--- src/rtl/tube_issue_sched.sv ---
// Round-robin issue into a fixed-latency tube with tag-hazard blocking, an in-flight cap and a flush/drain sequence.
// Grant is combinational on req_ready, and issue_* is registered one cycle later. Requesters stall while hazarded, capped or draining.
module tube_issue_sched #(
  parameter int NUM_REQ      = 4,
  parameter int DEPTH        = 4,
  parameter int TAG_W        = 4,
  parameter int MAX_INFLIGHT = 5,
  localparam int SRC_W = $clog2(NUM_REQ),
  localparam int CNT_W = $clog2(DEPTH + 2)
) (
  input  logic                     clk,
  input  logic                     rst,
  input  logic [NUM_REQ-1:0]       req_valid,
  input  logic [NUM_REQ*TAG_W-1:0] req_tag,
  output logic [NUM_REQ-1:0]       req_ready,
  input  logic                     flush,
  input  logic [DEPTH-1:0]         tube_valid,
  input  logic [DEPTH*TAG_W-1:0]   tube_tag,
  output logic                     issue_valid,
  output logic [SRC_W-1:0]         issue_src,
  output logic [TAG_W-1:0]         issue_tag,
  output logic [CNT_W-1:0]         inflight,
  output logic                     drain_done
);

  typedef enum logic {RUN, DRAIN} state_t;

  localparam logic [CNT_W-1:0] CAP = CNT_W'(MAX_INFLIGHT);

  state_t             state, state_nxt;
  logic               drain_done_nxt;
  logic [SRC_W-1:0]   rr_ptr, gnt_idx, idx, ptr_nxt;
  logic               gnt_any, open_gate;
  logic [NUM_REQ-1:0] hazard, elig;
  logic [CNT_W-1:0]   cnt;

  // The issue register holds an op the tracker has not captured yet, so it counts as in flight.
  always_comb begin
    cnt = CNT_W'(issue_valid);
    for (int k = 0; k < DEPTH; k++) cnt = cnt + CNT_W'(tube_valid[k]);
  end
  assign inflight = cnt;

  always_comb begin
    hazard = '0;
    for (int i = 0; i < NUM_REQ; i++) begin
      if (issue_valid && req_tag[i*TAG_W +: TAG_W] == issue_tag) hazard[i] = 1'b1;
      for (int k = 0; k < DEPTH; k++)
        if (tube_valid[k] && req_tag[i*TAG_W +: TAG_W] == tube_tag[k*TAG_W +: TAG_W])
          hazard[i] = 1'b1;
    end
  end

  assign open_gate = ~rst & (state == RUN) & ~flush & (inflight < CAP);
  assign elig      = req_valid & ~hazard & {NUM_REQ{open_gate}};

  always_comb begin
    gnt_any = 1'b0;
    gnt_idx = rr_ptr;
    idx     = '0;
    for (int k = 0; k < NUM_REQ; k++) begin
      idx = SRC_W'((int'(rr_ptr) + k) % NUM_REQ);
      if (!gnt_any && elig[idx]) begin
        gnt_any = 1'b1;
        gnt_idx = idx;
      end
    end
  end

  assign req_ready = gnt_any ? (NUM_REQ'(1) << gnt_idx) : '0;
  assign ptr_nxt   = (gnt_idx == SRC_W'(NUM_REQ - 1)) ? '0 : gnt_idx + SRC_W'(1);

  always_comb begin
    state_nxt      = state;
    drain_done_nxt = 1'b0;
    case (state)
      RUN:   if (flush) state_nxt = DRAIN;
      DRAIN: if (!issue_valid && tube_valid == '0) begin
        state_nxt      = RUN;
        drain_done_nxt = 1'b1;
      end
      default: state_nxt = RUN;
    endcase
  end

  always_ff @(posedge clk or posedge rst) begin
    if (rst) begin
      state       <= RUN;
      drain_done  <= 1'b0;
      issue_valid <= 1'b0;
      issue_src   <= '0;
      issue_tag   <= '0;
      rr_ptr      <= '0;
    end else begin
      state       <= state_nxt;
      drain_done  <= drain_done_nxt;
      issue_valid <= gnt_any;
      if (gnt_any) begin
        issue_src <= gnt_idx;
        issue_tag <= req_tag[gnt_idx*TAG_W +: TAG_W];
        rr_ptr    <= ptr_nxt;
      end
    end
  end

endmodule

--- config.mk ---
export PLATFORM = sky130hd
export DESIGN_NAME = tube_issue_sched
export DESIGN_NICKNAME = d
export VERILOG_FILES = /design/src/rtl/tube_issue_sched.sv
export SDC_FILE = /design/constraint.sdc
export NUM_CORES = 1
export LEC_CHECK = 0
export BUFFER_PORTS_ARGS = -buffer_cell sky130_fd_sc_hd__buf_2
export CELL_PAD_IN_SITES_DETAIL_PLACEMENT = 2
export CELL_PAD_IN_SITES_GLOBAL_PLACEMENT = 2
export CORE_ASPECT_RATIO = 0.5
export CORE_MARGIN = 4
export CORE_UTILIZATION = 30
export CTS_CLUSTER_SIZE = 10
export DETAILED_ROUTE_END_ITERATION = 16
export GPL_TIMING_DRIVEN = 1
export PLACE_DENSITY = 0.87
export SLEW_MARGIN = 20
export SYNTH_ARGS = -nofsm -noshare
export SYNTH_HDL_FRONTEND = slang
export SYNTH_SLANG_ARGS = --single-unit
--- constraint.sdc ---
create_clock -name clk -period 4.8 [get_ports clk]
set_clock_uncertainty 0.05 [all_clocks]
set_input_delay 0.48 -clock clk [delete_from_list [all_inputs] [get_ports clk]]
set_output_delay 0.48 -clock clk [all_outputs]
set_load 0.02 [all_outputs]
# Word level (Yosys, flattened, before mapping)
# Cells that the tools add are included.
[word_totals]
out_inout_bits = 15
ff_bits = 11
word_cells = 122
in_bits = 43
[classes]
shifts = 2
n_bitwise = 9
magnitude_cmp = 5
n_addsub = 8
reduce_logical = 29
muxes = 42
n_eq_ne = 21
[op_table]
columns = ["op", "count"]
rows = [
  ["$eq 4x4->1", 20],
  ["$mux 1", 32],
  ["$logic_and 1x1->1", 24],
  ["$shiftx 16x5->4", 1],
  ["$lt 2x3->1 const B", 4],
  ["$and 4x4->4", 2],
  ["$bmux 1 s2", 4],
  ["$mux 2", 4],
  ["$add 3x1->3", 2],
  ["$add 2x1->2 const B", 2],
  ["$add 2x2->2 const B", 2],
  ["$logic_not 1->1", 4],
  ["$logic_not 4->1", 1],
  ["$mux 4", 1],
  ["$not 4->4", 1],
  ["$shl 1x2->4 const A", 1],
  ["$add 2x1->3", 1],
  ["$and 1x1->1", 3],
  ["$lt 3x3->1 const B", 1],
  ["$not 1->1", 3],
  ["$add 1x1->2", 1],
  ["$eq 2x2->1 const B", 1],
  ["$pmux 1 s2", 1],
]

# Longest topological paths before layout
[depth]
ltp_word = 24
ltp_mapped = 16
depth_no_buf = 15

# Least setup slack after synthesis
# Ideal clock, no wire load.
[synth_timing]
path_kind = "input port to output port"
startpoint = "input tube_valid[0]"
endpoint = "output req_ready[0]"
t_required_ps = 4270
arrival_ps = 4035
path_stages = 16
path_slack_ps = 235
path_cell_list = "inv_1 fa_1 fa_1 inv_1 ha_1 nand2b_4 a2111oi_4 o311ai_1 nor3_2 and2_1 o22ai_1 a222oi_1 buf_6 inv_1 ha_1 and2_1"
[synth_between]
elab_cells_between_ends = 52
cone_classes = "add/sub: 4; order compare: 1; shift: 1; mux: 32; bitwise: 4; reduce/logical: 10"
[synth_rtl]
columns = ["element", "line_no", "text"]
rows = [
  ["start: declaration", "17", "input logic [DEPTH-1:0] tube_valid,"],
  ["$add 1x1->2 *", "40", "for (int k = 0; k < DEPTH; k++) cnt = cnt + CNT_W'(tube_valid[k]);"],
  ["$add 2x1->3 *", "40", ""],
  ["$add 3x1->3 * (2 in a row)", "40", ""],
  ["net inflight[1]", "22", "output logic [CNT_W-1:0] inflight,"],
  ["$lt 3x3->1 *", "54", "assign open_gate = ~rst & (state == RUN) & ~flush & (inflight < CAP);"],
  ["$and 1x1->1 *", "54", ""],
  ["$and 4x4->4 *", "55", "assign elig = req_valid & ~hazard & {NUM_REQ{open_gate}};"],
  ["$bmux 1 s2", "63", "if (!gnt_any && elig[idx]) begin"],
  ["[... 6 more ...]", "-", ""],
  ["$logic_and 1x1->1", "63", ""],
  ["$mux 1", "63", ""],
  ["$logic_not 1->1", "63", ""],
  ["$logic_and 1x1->1", "63", ""],
  ["$mux 2 *", "63", ""],
  ["net gnt_idx[0]", "32", "logic [SRC_W-1:0] rr_ptr, gnt_idx, idx, ptr_nxt;"],
  ["$shl 1x2->4 *", "70", "assign req_ready = gnt_any ? (NUM_REQ'(1) << gnt_idx) : '0;"],
  ["$mux 4 *", "70", ""],
  ["end: declaration", "15", "output logic [NUM_REQ-1:0] req_ready,"],
]
# Mark *: on every way through the listed nets, which the timed path passes. The rest lies on a longest branch. The select of a mux whose other input is x is not followed.

# Final worst setup path
[layout_timing]
startpoint = "input tube_valid[3]"
endpoint = "output req_ready[1]"
[layout_between]
elab_chain_len = 19
elab_cells_between_ends = 37
cone_classes = "add/sub: 1; order compare: 1; shift: 1; mux: 20; bitwise: 4; reduce/logical: 10"
[layout_lines]
columns = ["element", "line_no"]
rows = [
  ["parallel branches: the longest is 4 deep, another holds $add 3x1->3", "-"],
  ["$and 4x4->4 *", "55"],
  ["$bmux 1 s2", "63"],
  ["$mux 1 (not written as such)", "63"],
  ["$mux 1", "63"],
  ["$logic_not 1->1", "63"],
  ["$logic_and 1x1->1", "63"],
  ["$mux 1", "63"],
  ["$logic_not 1->1", "63"],
  ["$logic_and 1x1->1", "63"],
  ["$mux 1", "63"],
  ["$logic_not 1->1", "63"],
  ["$logic_and 1x1->1", "63"],
  ["$mux 2", "63"],
  ["$shl 1x2->4", "70"],
  ["$mux 4 *", "70"],
]
# Every way passes the cells marked *. The select of a mux whose other input is x is not followed.

==> key figures <==
Status
  – Result of the run: finished with violations
  – Violations in the final reports: setup timing

Clock network
  – Clk root buf: sky130_fd_sc_hd__clkbuf_16
  – Buffer depth of the longest clock path: 2
  – Clock network latency to the later pin of the worst-skew pair: between 0.2 and 0.25 ns
  – Number of clock buffers inserted by TritonCTS: 3
  – TritonCTS Sinks: 11
  – CTS hold repair buffers: 0
  – CTS tree: done
  – Clock slew at the register clock pins of the worst setup and hold paths: about 0.040 ns
  – # H-tree levels: 1

Floorplan
  – Horizontal extent of the die: between 100 and 150 µm
  – Number of top-level design ports: 58
  – Die Footprint: about 8400 µm²
  – Die height: roughly 67 µm
  – Core Area: ~6700 µm²
  – Number of rows created at floorplan: 21
  – Initial core utilization: 0.311

Synth
  – Mean Syn Cell Area: 7.86 µm²
  – Main flop type after synthesis: sky130_fd_sc_hd__dfrtp_1
  – Mapped Cells: ~270
  – Number of distinct library cell variants in the gate-level netlist after synthesis: between 40 and 50
  – Number of flops mapped to enable cells by yosys: 0
  – Cell area after synthesis: between 2000 and 2500 µm²
  – Flops & latches, synth: 11
  – Sequential cell area fraction in the yosys report: 0.132
  – Syn Nets: 316
  – Proportion of synthesized flip-flops having asynchronous set or reset: 1.00
  – Synthesis Warnings: 0

Timing
  – Relative slew slack: 0.306
  – Final worst-path cycle share: 1.01
  – Fmax: 205 MHz
  – Total count of max-transition violations in the final report: 0
  – Crit path time final: 4.87 ns
  – Setup repair after global routing missed its margin: true
  – Crit path setup slack, layout: -0.0701 ns
  – Endpoints failing hold: 0
  – Worst slew pin tran: 1.03 ns
  – Final setup violating endpoints: 4

Finish
  – Number of standard cells in the final layout excluding fillers: approximately 410
  – P&R area growth vs syn: 36.5%
  – Utilization after layout: 0.424
  – Fraction of final layout cells with drive strength greater than 1: 0.376
  – Ant. Diodes: 0
  – Net count, final: between 300 and 400
  – Most frequent cells in the layout: sky130_fd_sc_hd__xnor2_1 (50), sky130_fd_sc_hd__buf_2 (50), sky130_fd_sc_hd__xor2_1 (30)

Global routing
  – Via count of the first global-routing pass: 2,482
  – Sum of overflow across all layers after global routing: 0
  – Wire length of the first global-routing pass: 14.9 mm
  – Largest net degree at the start of global routing: 14
  – Number of antenna violations at the first check in global routing: 0
  – Total routing usage reported by global routing: 0.233

Detailed routing
  – Total routed wire length on the met1 layer: around 4.3 mm
  – Post-detailed-route via-to-cell ratio: approximately 5.6
  – Routed length per instance: 25.6 µm
  – Routed wire length: between 10 and 15 mm
  – TritonRoute pass-1 iters: 4
  – Number of antenna-violating nets in the routed design: 0
  – Highest metal layer with signal wires: met4
  – Met2 WL: between 5 and 6 mm
  – Total met3 wirelength after detailed routing: around 770 µm
  – Iteration-0 DRC count of the detailed router: about 180
  – Post-route DRC: 0
  – Total via count after detailed routing: 2,301

Critical path
  – Category of the worst setup path launch point: primary input
  – Register-to-register path setup slack: between 0.5 and 0.6 ns
  – Total buffers and inverters traversed by the critical path: 7
  – CP Data Arrival Time: between 4 and 5 ns
  – Worst setup path class: primary input to output port
  – Cell type of the slowest stage on the worst timing path: sky130_fd_sc_hd__fa_1
  – Kind of capture point of the worst setup path: output port
  – Crit-path leading delay family: adder cells
  – Delay of the slowest cell on the worst path: between 0.5 and 0.6 ns
  – Maximum fanout count along the critical path: 3
  – Required time of the critical path: about 4.3 ns
  – Critical Path, Cell by Cell: buf_8, inv_4, fa_1, fa_2, inv_2, ha_4, nand2b_4, a2111oi_4, buf_4, o311a_1, nand3_4, nor2_4, o22ai_2, a222oi_1, buf_4, buf_6, ha_4, and2_4, buf_6

Power and ir drop
  – Clock power share: 0.167
  – Seq pwr share: 0.218
  – Final total power: 0.000922 W
  – Net switching power of the design: ~0.00043 W
  – Power density over the cells: 324 nW/µm²
  – Fraction of power spent switching nets: 0.468
  – Relative contribution of combinational cells to total power: 0.615
  – Internal: roughly 0.00049 W
  – Reported leakage power: ~1.2 nW
  – Maximum resistive drop on vdd: between 150 and 200 µV

Placed design
  – Estimated wirelength of the detail-placed design: between 7 and 8 mm
  – Total of buffers placed on input and output ports: 57
  – Worst setup slack after placement: -0.238 ns
  – Post-Place Cells: roughly 400
  – GP Congestion: between 0.9 and 1

Job
  – Number of max-cap violations: 0

Hold path
  – Tightest Hold Check Type: primary input to async pin
[Yosys cell counts (all sizes together) (3+ instances only)]
master | count | area share
dfrtp | 11 | 0.13
nand2 | 11 | 0.020
o221ai | 4 | 0.017
nand3 | 20 | 0.048
buf | 17 | 0.043
nor2 | 4 | 0.0072
ha | 6 | 0.036
clkbuf | 13 | 0.023
inv | 18 | 0.032
xor2 | 30 | 0.13
a31oi | 3 | 0.0090
a211oi | 3 | 0.013
mux2i | 8 | 0.038
o22ai | 5 | 0.018
nor4 | 7 | 0.021
o21ai | 3 | 0.0072
o311ai | 3 | 0.013
and2 | 6 | 0.018
xnor2 | 50 | 0.21
o31ai | 9 | 0.032
nor3 | 16 | 0.041
[per-stage QoR]
| step | hold slack, ns | instance area, µm² | TNS, ns |
|---|---|---|---|
| CTS | 0.228 | 2650 | -0.00579 |
| floorplan | 0.282 | 2080 | 0 |
| detailed placement | 0.441 | 2490 | -0.891 |
| global placement | 0.426 | 2490 | -0.0761 |
| global route | 0.257 | 2840 | -0.746 |
| finish | 0.220 | 2840 | -0.229 |
[worst paths after layout]
path / startpoint / end / cells past startpoint
max in group asynchronous: rst / rr_ptr[0] / 2
worst min-delay path: rst / issue_valid / 2
worst max register to register: issue_valid / issue_tag[2] / 17
min in group clk: tube_valid[2] / drain_done / 2
worst max-delay path: tube_valid[3] / req_ready[1] / 19
worst min register to register: issue_src[1] / issue_src[1] / 1
[state kept, by name (all words and copies together), names as in the netlist]
name	count
drain_done	1
issue_src	2
issue_tag	4
issue_valid	1
rr_ptr	2
state	1
[repair_timing]
item	in CTS	in global routing
buffers inserted	3	4
endpoints found under the setup margin	4	4
pin swaps	8	12
gates resized for setup	15	38
[power groups by stage]
| stage | Combinational [W] | Sequential [W] | Clock, W |
|---|---|---|---|
| 2_1_floorplan | 0.000324 | 0.000184 | 0 |
| 3_3_place_gp | 0.000453 | 0.000190 | 0 |
| 3_5_place_dp | 0.000485 | 0.000196 | 0 |
| 5_1_grt | 0.000613 | 0.000206 | 0.000165 |
| 4_1_cts | 0.000507 | 0.000194 | 0.000158 |
| 6_report | 0.000568 | 0.000201 | 0.000154 |
[per-layer routing]
layer,vias up,track usage
met5,-,0
met2,102,0.396
met3,21,0.0368
met1,1162,0.299
li1,1016,-
met4,0,0.0976
[final cells by class]
cell class | count | area [µm²]
fillers | 770 | 3860
flip-flops and latches | 11 | 275
well taps | 92 | 115
repair buffers | 83 | 532
inverters | 18 | 75.1
clock buffers | 4 | 78.8
multi-input cells | 206 | 1770
[kinds of logic after synthesis]
kind of cell    after synthesis  synth area share
simple gates                 68             0.171
compound gates               42             0.168
flops                        11             0.132
buf+inv                      48            0.0992
mux                           8            0.0385
xor+xnor                     80             0.337
fa+ha+maj                     8            0.0553
No activity file was read; power rests on OpenSTA's default activity.
